$ cat config.mk
export PLATFORM = sky130hd
export DESIGN_NAME = mem_access_sequencer
export DESIGN_NICKNAME = d
export VERILOG_FILES = /design/src/rtl/mem_access_sequencer_pkg.sv /design/src/rtl/mem_access_sequencer_byte_lane_align.sv /design/src/rtl/mem_access_sequencer.sv
export SDC_FILE = /design/constraint.sdc
export NUM_CORES = 1
export LEC_CHECK = 0
export ABC_AREA = 1
export ABC_CLOCK_PERIOD_IN_PS = 3700
export CORE_MARGIN = 8
export CORE_UTILIZATION = 51
export DETAILED_ROUTE_END_ITERATION = 7
export PLACE_DENSITY = 0.84
export RECOVER_POWER = 100
export SLEW_MARGIN = 30
export SYNTH_ARGS = -nofsm -noshare
export SYNTH_HDL_FRONTEND = slang
export SYNTH_SLANG_ARGS = --single-unit
$ cat constraint.sdc
create_clock -name clk -period 3.7 [get_ports clk]
set_clock_uncertainty 0.2 [all_clocks]
set_input_delay 0.37 -clock clk [delete_from_list [all_inputs] [get_ports clk]]
set_output_delay 0.37 -clock clk [all_outputs]
set_load 0.005 [all_outputs]
$ cat src/rtl/mem_access_sequencer_pkg.sv
// Shared LC-3b types and opcode helpers used by the MEM-stage data-memory sequencer.
package lc3b_types;

    typedef logic [3:0]  lc3b_opcode;
    typedef logic [15:0] lc3b_word;
    typedef logic [1:0]  lc3b_mem_wmask;

    localparam lc3b_opcode OP_BR   = 4'b0000;
    localparam lc3b_opcode OP_ADD  = 4'b0001;
    localparam lc3b_opcode OP_LDB  = 4'b0010;
    localparam lc3b_opcode OP_STB  = 4'b0011;
    localparam lc3b_opcode OP_JSR  = 4'b0100;
    localparam lc3b_opcode OP_AND  = 4'b0101;
    localparam lc3b_opcode OP_LDR  = 4'b0110;
    localparam lc3b_opcode OP_STR  = 4'b0111;
    localparam lc3b_opcode OP_RTI  = 4'b1000;
    localparam lc3b_opcode OP_NOT  = 4'b1001;
    localparam lc3b_opcode OP_LDI  = 4'b1010;
    localparam lc3b_opcode OP_STI  = 4'b1011;
    localparam lc3b_opcode OP_JMP  = 4'b1100;
    localparam lc3b_opcode OP_SHF  = 4'b1101;
    localparam lc3b_opcode OP_LEA  = 4'b1110;
    localparam lc3b_opcode OP_TRAP = 4'b1111;

    localparam lc3b_mem_wmask WMASK_WORD = 2'b11;
    localparam lc3b_mem_wmask WMASK_LOW  = 2'b01;
    localparam lc3b_mem_wmask WMASK_HIGH = 2'b10;

    function automatic logic is_mem_op(input lc3b_opcode op);
        logic r;
        case (op)
            OP_LDR, OP_LDB, OP_STR, OP_STB, OP_LDI, OP_STI: r = 1'b1;
            default:                                        r = 1'b0;
        endcase
        return r;
    endfunction

    // Indirect ops fetch a pointer first, so their first access is always a read.
    function automatic logic is_indirect_op(input lc3b_opcode op);
        return (op == OP_LDI) || (op == OP_STI);
    endfunction

    function automatic logic is_direct_store(input lc3b_opcode op);
        return (op == OP_STR) || (op == OP_STB);
    endfunction

    function automatic logic is_byte_op(input lc3b_opcode op);
        return (op == OP_LDB) || (op == OP_STB);
    endfunction

endpackage

$ cat src/rtl/mem_access_sequencer_byte_lane_align.sv
// Byte-lane steering: load byte select with sign extension, store byte replication and mask.
module byte_lane_align
    import lc3b_types::*;
(
    input  logic [3:0]  opcode,
    input  logic [15:0] address,
    input  logic [15:0] store_data,
    input  logic [15:0] rdata,
    output logic [15:0] wdata,
    output logic [1:0]  wmask,
    output logic [15:0] load_value
);

    logic [7:0] byte_sel;

    always_comb begin
        byte_sel   = address[0] ? rdata[15:8] : rdata[7:0];
        load_value = rdata;
        wdata      = store_data;
        wmask      = WMASK_WORD;

        if (opcode == OP_LDB) begin
            load_value = {{8{byte_sel[7]}}, byte_sel};
        end

        // The addressed byte lane is chosen by the mask, so both lanes carry the data.
        if (opcode == OP_STB) begin
            wdata = {store_data[7:0], store_data[7:0]};
            wmask = address[0] ? WMASK_HIGH : WMASK_LOW;
        end
    end

endmodule

$ cat src/rtl/mem_access_sequencer.sv
// MEM-stage data-memory sequencer: issues one (direct) or two (indirect) d-memory
// accesses per instruction and reports stall / indirect phase to hazard detection.
module mem_access_sequencer
    import lc3b_types::*;
#(
    parameter int GAP_CYCLES = 1
)(
    input  logic        clk,
    input  logic        reset,
    input  logic        mem_valid,
    input  logic [3:0]  mem_opcode,
    input  logic [15:0] mem_address,
    input  logic [15:0] mem_store_data,
    input  logic        advance,
    input  logic        d_mem_resp,
    input  logic [15:0] d_mem_rdata,
    output logic        d_mem_read,
    output logic        d_mem_write,
    output logic [15:0] d_mem_address,
    output logic [15:0] d_mem_wdata,
    output logic [1:0]  d_mem_byte_enable,
    output logic [15:0] load_data,
    output logic        mem_done,
    output logic        mem_stall,
    output logic        indirect_phase
);

    // state  | meaning
    // IDLE   | no access in flight; samples the MEM-stage instruction
    // FIRST  | direct access, or pointer fetch of LDI/STI
    // GAP    | request-free spacing between the two indirect accesses
    // SECOND | indirect access through the fetched pointer
    // HOLD   | access finished, waiting for the pipeline to advance
    typedef enum logic [2:0] {
        S_IDLE   = 3'd0,
        S_FIRST  = 3'd1,
        S_GAP    = 3'd2,
        S_SECOND = 3'd3,
        S_HOLD   = 3'd4
    } state_t;

    localparam logic [1:0] GAP_LOAD = 2'(GAP_CYCLES - 1);

    state_t        state, state_d;
    lc3b_opcode    op_q;
    lc3b_word      addr_q;
    lc3b_word      sdata_q;
    lc3b_word      ptr_q;
    logic [1:0]    gap_cnt;

    logic          latch_en;
    logic          ptr_en;
    logic          load_en;

    lc3b_word      align_wdata;
    lc3b_mem_wmask align_mask;
    lc3b_word      align_load;
    lc3b_word      first_addr;

    byte_lane_align u_align (
        .opcode     (op_q),
        .address    (addr_q),
        .store_data (sdata_q),
        .rdata      (d_mem_rdata),
        .wdata      (align_wdata),
        .wmask      (align_mask),
        .load_value (align_load)
    );

    assign first_addr = is_byte_op(op_q) ? addr_q : {addr_q[15:1], 1'b0};

    always_ff @(posedge clk or posedge reset) begin
        if (reset) begin
            state <= S_IDLE;
        end else begin
            state <= state_d;
        end
    end

    always_ff @(posedge clk or posedge reset) begin
        if (reset) begin
            op_q    <= OP_BR;
            addr_q  <= '0;
            sdata_q <= '0;
        end else if (latch_en) begin
            op_q    <= mem_opcode;
            addr_q  <= mem_address;
            sdata_q <= mem_store_data;
        end
    end

    // Pointer and gap timer are loaded together when the pointer fetch completes.
    always_ff @(posedge clk or posedge reset) begin
        if (reset) begin
            ptr_q   <= '0;
            gap_cnt <= '0;
        end else if (ptr_en) begin
            ptr_q   <= {d_mem_rdata[15:1], 1'b0};
            gap_cnt <= GAP_LOAD;
        end else if (state == S_GAP && gap_cnt != 2'd0) begin
            gap_cnt <= gap_cnt - 2'd1;
        end
    end

    always_ff @(posedge clk or posedge reset) begin
        if (reset) begin
            load_data <= '0;
        end else if (load_en) begin
            load_data <= align_load;
        end
    end

    always_comb begin
        state_d           = state;
        latch_en          = 1'b0;
        ptr_en            = 1'b0;
        load_en           = 1'b0;
        mem_done          = 1'b0;
        mem_stall         = 1'b0;
        d_mem_read        = 1'b0;
        d_mem_write       = 1'b0;
        d_mem_address     = '0;
        d_mem_wdata       = '0;
        d_mem_byte_enable = '0;

        case (state)
            S_IDLE: begin
                if (mem_valid && is_mem_op(mem_opcode)) begin
                    latch_en  = 1'b1;
                    mem_stall = 1'b1;
                    state_d   = S_FIRST;
                end
            end

            S_FIRST: begin
                mem_stall     = 1'b1;
                d_mem_address = first_addr;
                if (is_direct_store(op_q)) begin
                    d_mem_write       = 1'b1;
                    d_mem_wdata       = align_wdata;
                    d_mem_byte_enable = align_mask;
                end else begin
                    d_mem_read = 1'b1;
                end

                if (d_mem_resp) begin
                    if (is_indirect_op(op_q)) begin
                        ptr_en  = 1'b1;
                        state_d = S_GAP;
                    end else begin
                        mem_done = 1'b1;
                        load_en  = ~is_direct_store(op_q);
                        state_d  = advance ? S_IDLE : S_HOLD;
                    end
                end
            end

            S_GAP: begin
                mem_stall = 1'b1;
                if (gap_cnt == 2'd0) begin
                    state_d = S_SECOND;
                end
            end

            S_SECOND: begin
                mem_stall     = 1'b1;
                d_mem_address = ptr_q;
                if (op_q == OP_STI) begin
                    d_mem_write       = 1'b1;
                    d_mem_wdata       = sdata_q;
                    d_mem_byte_enable = WMASK_WORD;
                end else begin
                    d_mem_read = 1'b1;
                end

                if (d_mem_resp) begin
                    mem_done = 1'b1;
                    load_en  = (op_q == OP_LDI);
                    state_d  = advance ? S_IDLE : S_HOLD;
                end
            end

            S_HOLD: begin
                if (advance) begin
                    state_d = S_IDLE;
                end
            end

            default: begin
                state_d = S_IDLE;
            end
        endcase

        // The completing cycle releases the pipeline.
        if (mem_done) begin
            mem_stall = 1'b0;
        end
    end

    assign indirect_phase = (state == S_GAP) || (state == S_SECOND);

endmodule

==> impl_results.md, run 1 <==
* Starting DRT DRC Count at 210
* Post-Synthesis Cells at about 480
* Placed insts at 663
* Area of the multi-input gates at ~1500 um^2
* Postcts setup bufs at 0
* Final setup vio count at 0
* Status: finished with violations
* Global routing's busiest layer: met2
* CP max FO at 16
* Max-cap viol count at 2
* Largest family of logic cells by synthesized area: simple AND/OR/NAND/NOR gates
* P_leak at 2.50 nW
* Mapped Area at 3630 um^2
* Largest net degree at the start of global routing at between 70 and 80
* Slowest CP cell: dlygate4sd3_1
* Worst-Skew Late Latency at 0.34 ns
* Slew Limit Headroom at -32.8%
* Htree depth at 3
* Post-synthesis adder-cell area fraction at less than 1%
* Layout cells sized above 1 at under 10%
* Hold Vio Cnt, Final at 0
* Detailed-route via count at roughly 3500
* Crit path cell chain: inv_1 -> nand3_2 -> inv_1 -> nand2_2 -> inv_2 -> nor2_2 -> nor2_1 -> dlygate4sd3_1
* Setup_tns at 0 ns
* IO Pins at about 110
* Post-synthesis xor/xnor area fraction at 0%
* Synth warn at 0
* Via density at 5.19
* R2R setup slack at about 0.81 ns
* Vias in the first global route at roughly 3500
* Routability cong. at between 0.8 and 0.9
* Wire per inst at 15.1 um
* Placed Area at between 4000 and 5000 um^2
* Peak VDD IR at between 0.4 and 0.5 mV
* Power Dens Cells at 716 nW/um^2
* Worst setup SP type: flop
* Actual slew at the worst max-slew pin at 1.99 ns
* Number of port buffers at between 100 and 150
* Max Fclk at roughly 300 MHz
* Max stage delay on crit path at 0.61 ns
* Critical path class: reg2out
* Root Driver: clkbuf_8
* Crit path required time at between 3 and 4 ns
* Die Wd at 100 um
* Hold_buf cts at 0
* First-pass GRT wire length at 16900 um
* Simple-gate share of the synthesized area at approximately a quarter
* Mux cell area share after synthesis at 0%
* Sequential share of the synthesized area at 49.6%
* GRT Overall Usage at 21.1%
* Data arrival, critical path at approximately 2.7 ns
* Drt total wl at between 10000 and 15000 um
* Nets@finish at 636
* Post-CTS resize count at 0
* Failing checks: capacitance limit, slew limit
* Area grow syn2layout at 34.8%
* Flop and latch count out of synthesis at between 70 and 80
* Area of the die at 10100 um^2
* Core Region at 6830 um^2
* Final antenna-violating net count at 0
* GR Util met1 at between 20% and 30%
* Final period demand of the worst path at 3.29 ns
* Grt met3 use at 4.08%
* Row count at 30
* Mapped Nets at 534
* Synth area leaders: dfrtp_1, nand2_1, o21ai_0, inv_1, nor2_1
* Clk pin slew, worst setup/hold paths at roughly 0.070 ns
* Most used cell along the critical path: inv_1
* CTS buffer count at 9
* Synth area leader: dfrtp_1
* DRC Markers at 0
* Detailed placer's ending HPWL at 7680 um
* Non-filler cells, final at 680
* Initial Util at 53.2%
* First-pass iteration count of the detailed router at 5
* Filler Cells Inserted at 584
* RSZ-0062 raised after global routing: no
* CTS tree: yes
* Top cell type's share of synthesized area at between 40 and 50%
* Total global routing overflow at 0
* Netlist cell types at 29
* Post-synthesis compound-gate area fraction at between 15 and 20%
* Slew Viols, Final at 141
* Hold Crit Class: reg2reg
* Final non-filler cell area at 4900 um^2
* Top cell family by delay on the critical path: buffers and inverters
* Crit. End Element: primary output
* Die Y at approximately 100 um
* Sinks on Clock Net at 72
* Initial antenna violation count at 1
* GR Util met2 at 35.2%
* CTS Buffer Depth at 2
* Syn_area_per_cell at approximately 7.6 um^2
* Final Cycle Share at 88.8%
* Register area at 1800 um^2
* Critical path buffers and inverters at 4
worst paths after layout:
check | start | to | cells past startpoint
setup / recovery | state[2] | d_mem_wdata[4] | 8
hold / removal | load_data[10] | load_data[10] | 2
setup reg to reg | state[1] | sdata_q[10] | 6
hold reg to reg | load_data[10] | load_data[10] | 2
max in group asynchronous | reset | op_q[3] | 3
min in group asynchronous | reset | sdata_q[5] | 3
per-layer routing:
metal	vias up	wire [um]
met5	-	0
met4	0	285
met3	18	588
met2	123	5140
met1	1665	4250
li1	1721	-
placed cells by master (no fill, tap or decap), types with 3 or more instances in the layout:
master,n
nor2_1,59
dfrtp_1,72
nand3_1,23
a21oi_1,33
o22ai_1,6
o21ai_0,62
clkdlybuf4s50_1,62
nand2_1,116
nor2_2,3
clkbuf_8,9
inv_1,60
clkbuf_1,4
dlygate4sd3_1,49
Yosys cell counts:
library cell and instances:
nor2_2 4, nand3b_1 2, nand2_2 3, o22ai_1 6, nand2_4 1, buf_6 3, nor4_1 1, a22o_1 2
o211ai_1 1, a31oi_1 1, buf_4 1, o221ai_1 2, inv_2 5, nor2_4 2, nand3_1 23, nand2_1 114
o21ai_0 61, inv_1 58, o21ai_1 1, nor2_1 58, nor3_1 1, clkbuf_1 5, nand3_2 1, ha_1 1
dfrtp_1 72, buf_2 12, nor2_8 1, a21oi_1 33, nand4_1 1
registers in the layout, indices dropped and copies added (netlist names):
name	flops
load_data	16
gap_cnt	2
sdata_q	16
op_q	4
state	3
ptr_q	15
addr_q	16
stage by stage:
step	util, %	setup slack, ns	power [mW]	hold slack, ns
6_report	71.7	0.414	3.51	0.271
5_1_grt	71.7	0.184	3.80	0.283
4_1_cts	72.1	0.607	3.65	0.242
3_5_place_dp	69.8	0.973	3.12	0.263
3_3_place_gp	69.7	1.03	3.05	0.258
2_1_floorplan	-	1.31	2.27	0.243
cell families (layout without fill, tap and decap cells):
group                      Yosys count  count (layout)
other                                0               1
and+or+nand+nor                    212             212
adders and majority gates            1               1
buffers and inverters               84             191
DFF                                 72              72
AOI/OAI and AO/OA                  107             107
worst min-delay path, stage by stage, from the launching register on:
cell and delay (ns):
dfrtp_1 0.34, nand2_1 0.05, nand2_1 0.05
area by class of cell:
class	count	share of cell area, %
flip-flops and latches	72	36.8
diodes	1	0.0511
clock inverters	3	0.383
well taps	96	2.45
multi-input cells	320	29.9
repair buffers	112	22.8
clock buffers	13	2.84
inverters	63	4.83
power breakdown:
group / leakage (nW) / switching (mW) / total [mW] / internal [mW]
combinational: 1.57 / 0.903 / 1.63 / 0.729
clock: 0.0814 / 0.281 / 0.524 / 0.244
sequential: 0.850 / 0.213 / 1.35 / 1.14
total: 2.50 / 1.40 / 3.51 / 2.11
(Power assumes the default switching activity.)
==> run 2: changes to the inputs <==
- GPL_TIMING_DRIVEN: unset -> 0
- PLACE_DENSITY: 0.84 -> 0.95
==> impl_results.md, run 2 (synthesis results as in run 1) <==
* Status: completed (was finished with violations)
* Area grow syn2layout at 38.8% (was 34.8%)
* Die Y at 100 um (unchanged)
* GRT Overall Usage at 23.4% (was 21.1%)
* Sequential Power Share at 35.7% (was 38.5%)
* Htree depth at 3 (unchanged)
* RSZ-0062 raised after global routing: no (unchanged)
* Data arrival, critical path at 2.72 ns (about the same)
* Setup_tns at 0 ns (unchanged)
* Layout cells sized above 1 at 5.63% (was 4.12%)
* Initial Util at 53.2% (unchanged)
* Worst setup SP type: flop (unchanged)
* Dpl ws at 1.02 ns (was 0.973 ns)
* Root Driver: clkbuf_8 (unchanged)
* DRC Markers at 0 (unchanged)
* Die Wd at 100 um (unchanged)
* Detailed placer's ending HPWL at 8620 um (was 7680 um)
* Final Cycle Share at 89.0% (was 88.8%)
* Top Registers: addr_q (16), load_data (16), sdata_q (16) (unchanged)
* Starting DRT DRC Count at 371 (was 210)
* Detailed-route via count at 3854 (was 3527)
* Clock power frac at 16.7% (was 15.0%)
* FF-to-FF Start: state[1] (unchanged)
* Final setup vio count at 0 (unchanged)
* Power Dens Cells at 741 nW/um^2 (was 716 nW/um^2)
* Sw frac at 39.5% (was 39.9%)
* Number of port buffers at 111 (unchanged)
* Clk pin slew, worst setup/hold paths at 0.07 ns (about the same)
* Sinks on Clock Net at 72 (unchanged)
* Antenna diodes at 0 (was 1)
* Min-Delay Endpoint: load_data[10] (unchanged)
* Wire per inst at 16.4 um (was 15.1 um)
* Vias in the first global route at 3850 (was 3546)
* Hold Startpoint: load_data[10] (unchanged)
* Postcts setup bufs at 0 (unchanged)
* Crit path required time at 3.13 ns (about the same)
* Worst-Skew Late Latency at 0.35 ns (was 0.34 ns)
* Most common cell after layout, fill and taps aside: nand2_1 (unchanged)
* Final antenna-violating net count at 0 (unchanged)
* Hold Crit Class: reg2reg (unchanged)
* CTS Buffer Depth at 2 (unchanged)
* First-pass iteration count of the detailed router at 6 (was 5)
* Setup slack after layout at 0.407 ns (was 0.414 ns)
* CTS buffer count at 9 (unchanged)
* P_leak at 2.59 nW (was 2.50 nW)
* Worst R2R Path Depth at 7 (was 6)
* Initial antenna violation count at 0 (was 1)
* Critical path class: reg2out (unchanged)
* Gate power share at 47.6% (was 46.6%)
* Actual slew at the worst max-slew pin at 1.33 ns (was 1.99 ns)
* CTS tree: yes (unchanged)
* Row count at 30 (unchanged)
* Nets@finish at 657 (was 636)
* Hold Path Stages at 2 (unchanged)
* Hold_buf cts at 0 (unchanged)
* Drt total wl at 11500 um (was 10300 um)
* Final period demand of the worst path at 3.29 ns (about the same)
* CP max FO at 10 (was 16)
* P_sw at 1.48 mW (was 1.40 mW)
* Total global routing overflow at 0 (unchanged)
* R2R setup slack at 1.35 ns (was 0.81 ns)
* Slew Viols, Final at 0 (was 141)
* Hold Vio Cnt, Final at 0 (unchanged)
* Peak VDD IR at 0.601 mV (was 0.410 mV)
* Post-CTS resize count at 0 (unchanged)
* Routability cong. at 0.934 (was 0.869)
* Via density at 5.51 (was 5.19)
* First-pass GRT wire length at 18600 um (was 16900 um)
* Core Region at 6830 um^2 (unchanged)
* Max-cap viol count at 0 (was 2)
* Internal at 2.26 mW (was 2.11 mW)
* Slew Limit Headroom at 10.8% (was -32.8%)
* Most frequent cells in the layout: nand2_1, dfrtp_1, clkdlybuf4s50_1 (was nand2_1, dfrtp_1, o21ai_0, clkdlybuf4s50_1, inv_1)
* IO Pins at 112 (unchanged)
* R2R Path End: sdata_q[4] (was sdata_q[10])
* Crit. End Element: primary output (unchanged)
* Largest net degree at the start of global routing at 44 (was 73)
* Area of the die at 10100 um^2 (unchanged)
* Max Fclk at 304 MHz (about the same)
[run 2: final cells by class]
| type | count | area [um^2] |
|---|---|---|
| sequential | 72 | 1800 |
| fill | 493 | 1790 |
| buffer | 21 | 110 |
| timing repair buffer | 112 | 1120 |
| clock buffer | 13 | 159 |
| tap | 96 | 120 |
| multi-input combinational | 320 | 1460 |
| inverter | 63 | 238 |
| clock inverter | 3 | 40.0 |
[run 2: per-layer routing]
layer | share of wire [%] | GRT usage [%] | wire, um | vias up
met4 | 4.0 | 12.7 | 455 | 0
met5 | 0 | 0 | 0 | -
met2 | 48 | 38.4 | 5540 | 227
li1 | - | - | - | 1765
met1 | 39 | 28.1 | 4480 | 1818
met3 | 9.0 | 4.64 | 1040 | 44
[run 2: worst max path at each step]
stage             start                    to  slack (ns)
3_3_place_gp      reset          load_data[7]        0.22
2_1_floorplan     reset             addr_q[0]        1.31
6_report       state[2]  d_mem_byte_enable[0]        0.41
4_1_cts        state[2]  d_mem_byte_enable[0]        0.65
3_5_place_dp   state[2]  d_mem_byte_enable[0]        1.02
5_1_grt        state[2]  d_mem_byte_enable[0]        0.24
[run 2: per-stage QoR]
stage                     cells  area, um^2  power, mW  hold slack [ns]  utilization, %
final                       700        5040       3.74            0.276            73.8
after global routing        700        5040       4.01            0.290            73.8
after global placement      683        4860       3.12            0.259            71.2
after floorplan             476        3630       2.27            0.243               -
after detailed placement    684        4890       3.22            0.258            71.5
after CTS                   700        5090       3.86            0.182            74.5
[run 2: power by group through the flow]
stage	clock network, mW	registers, mW	logic, mW
2_1_floorplan	0	1.31	0.965
3_3_place_gp	0	1.33	1.79
3_5_place_dp	0	1.35	1.87
4_1_cts	0.631	1.34	1.89
5_1_grt	0.671	1.36	1.97
6_report	0.624	1.33	1.78
[run 2: worst max-delay path, cell delays in order (launching register included)]
cell and delay, ns:
dfrtp_1 0.46, inv_1 0.15, nand3_2 0.13, inv_1 0.23, nand2_1 0.29, inv_1 0.20
nor2_2 0.06, buf_6 0.15, a21oi_1 0.16, clkdlybuf4s50_1 0.54
==> run 3: changes to the inputs <==
- SLEW_MARGIN: 30 -> 20
==> results of run 3 <==
No change in the layout: final DEF, timing and power equal those of run 2.
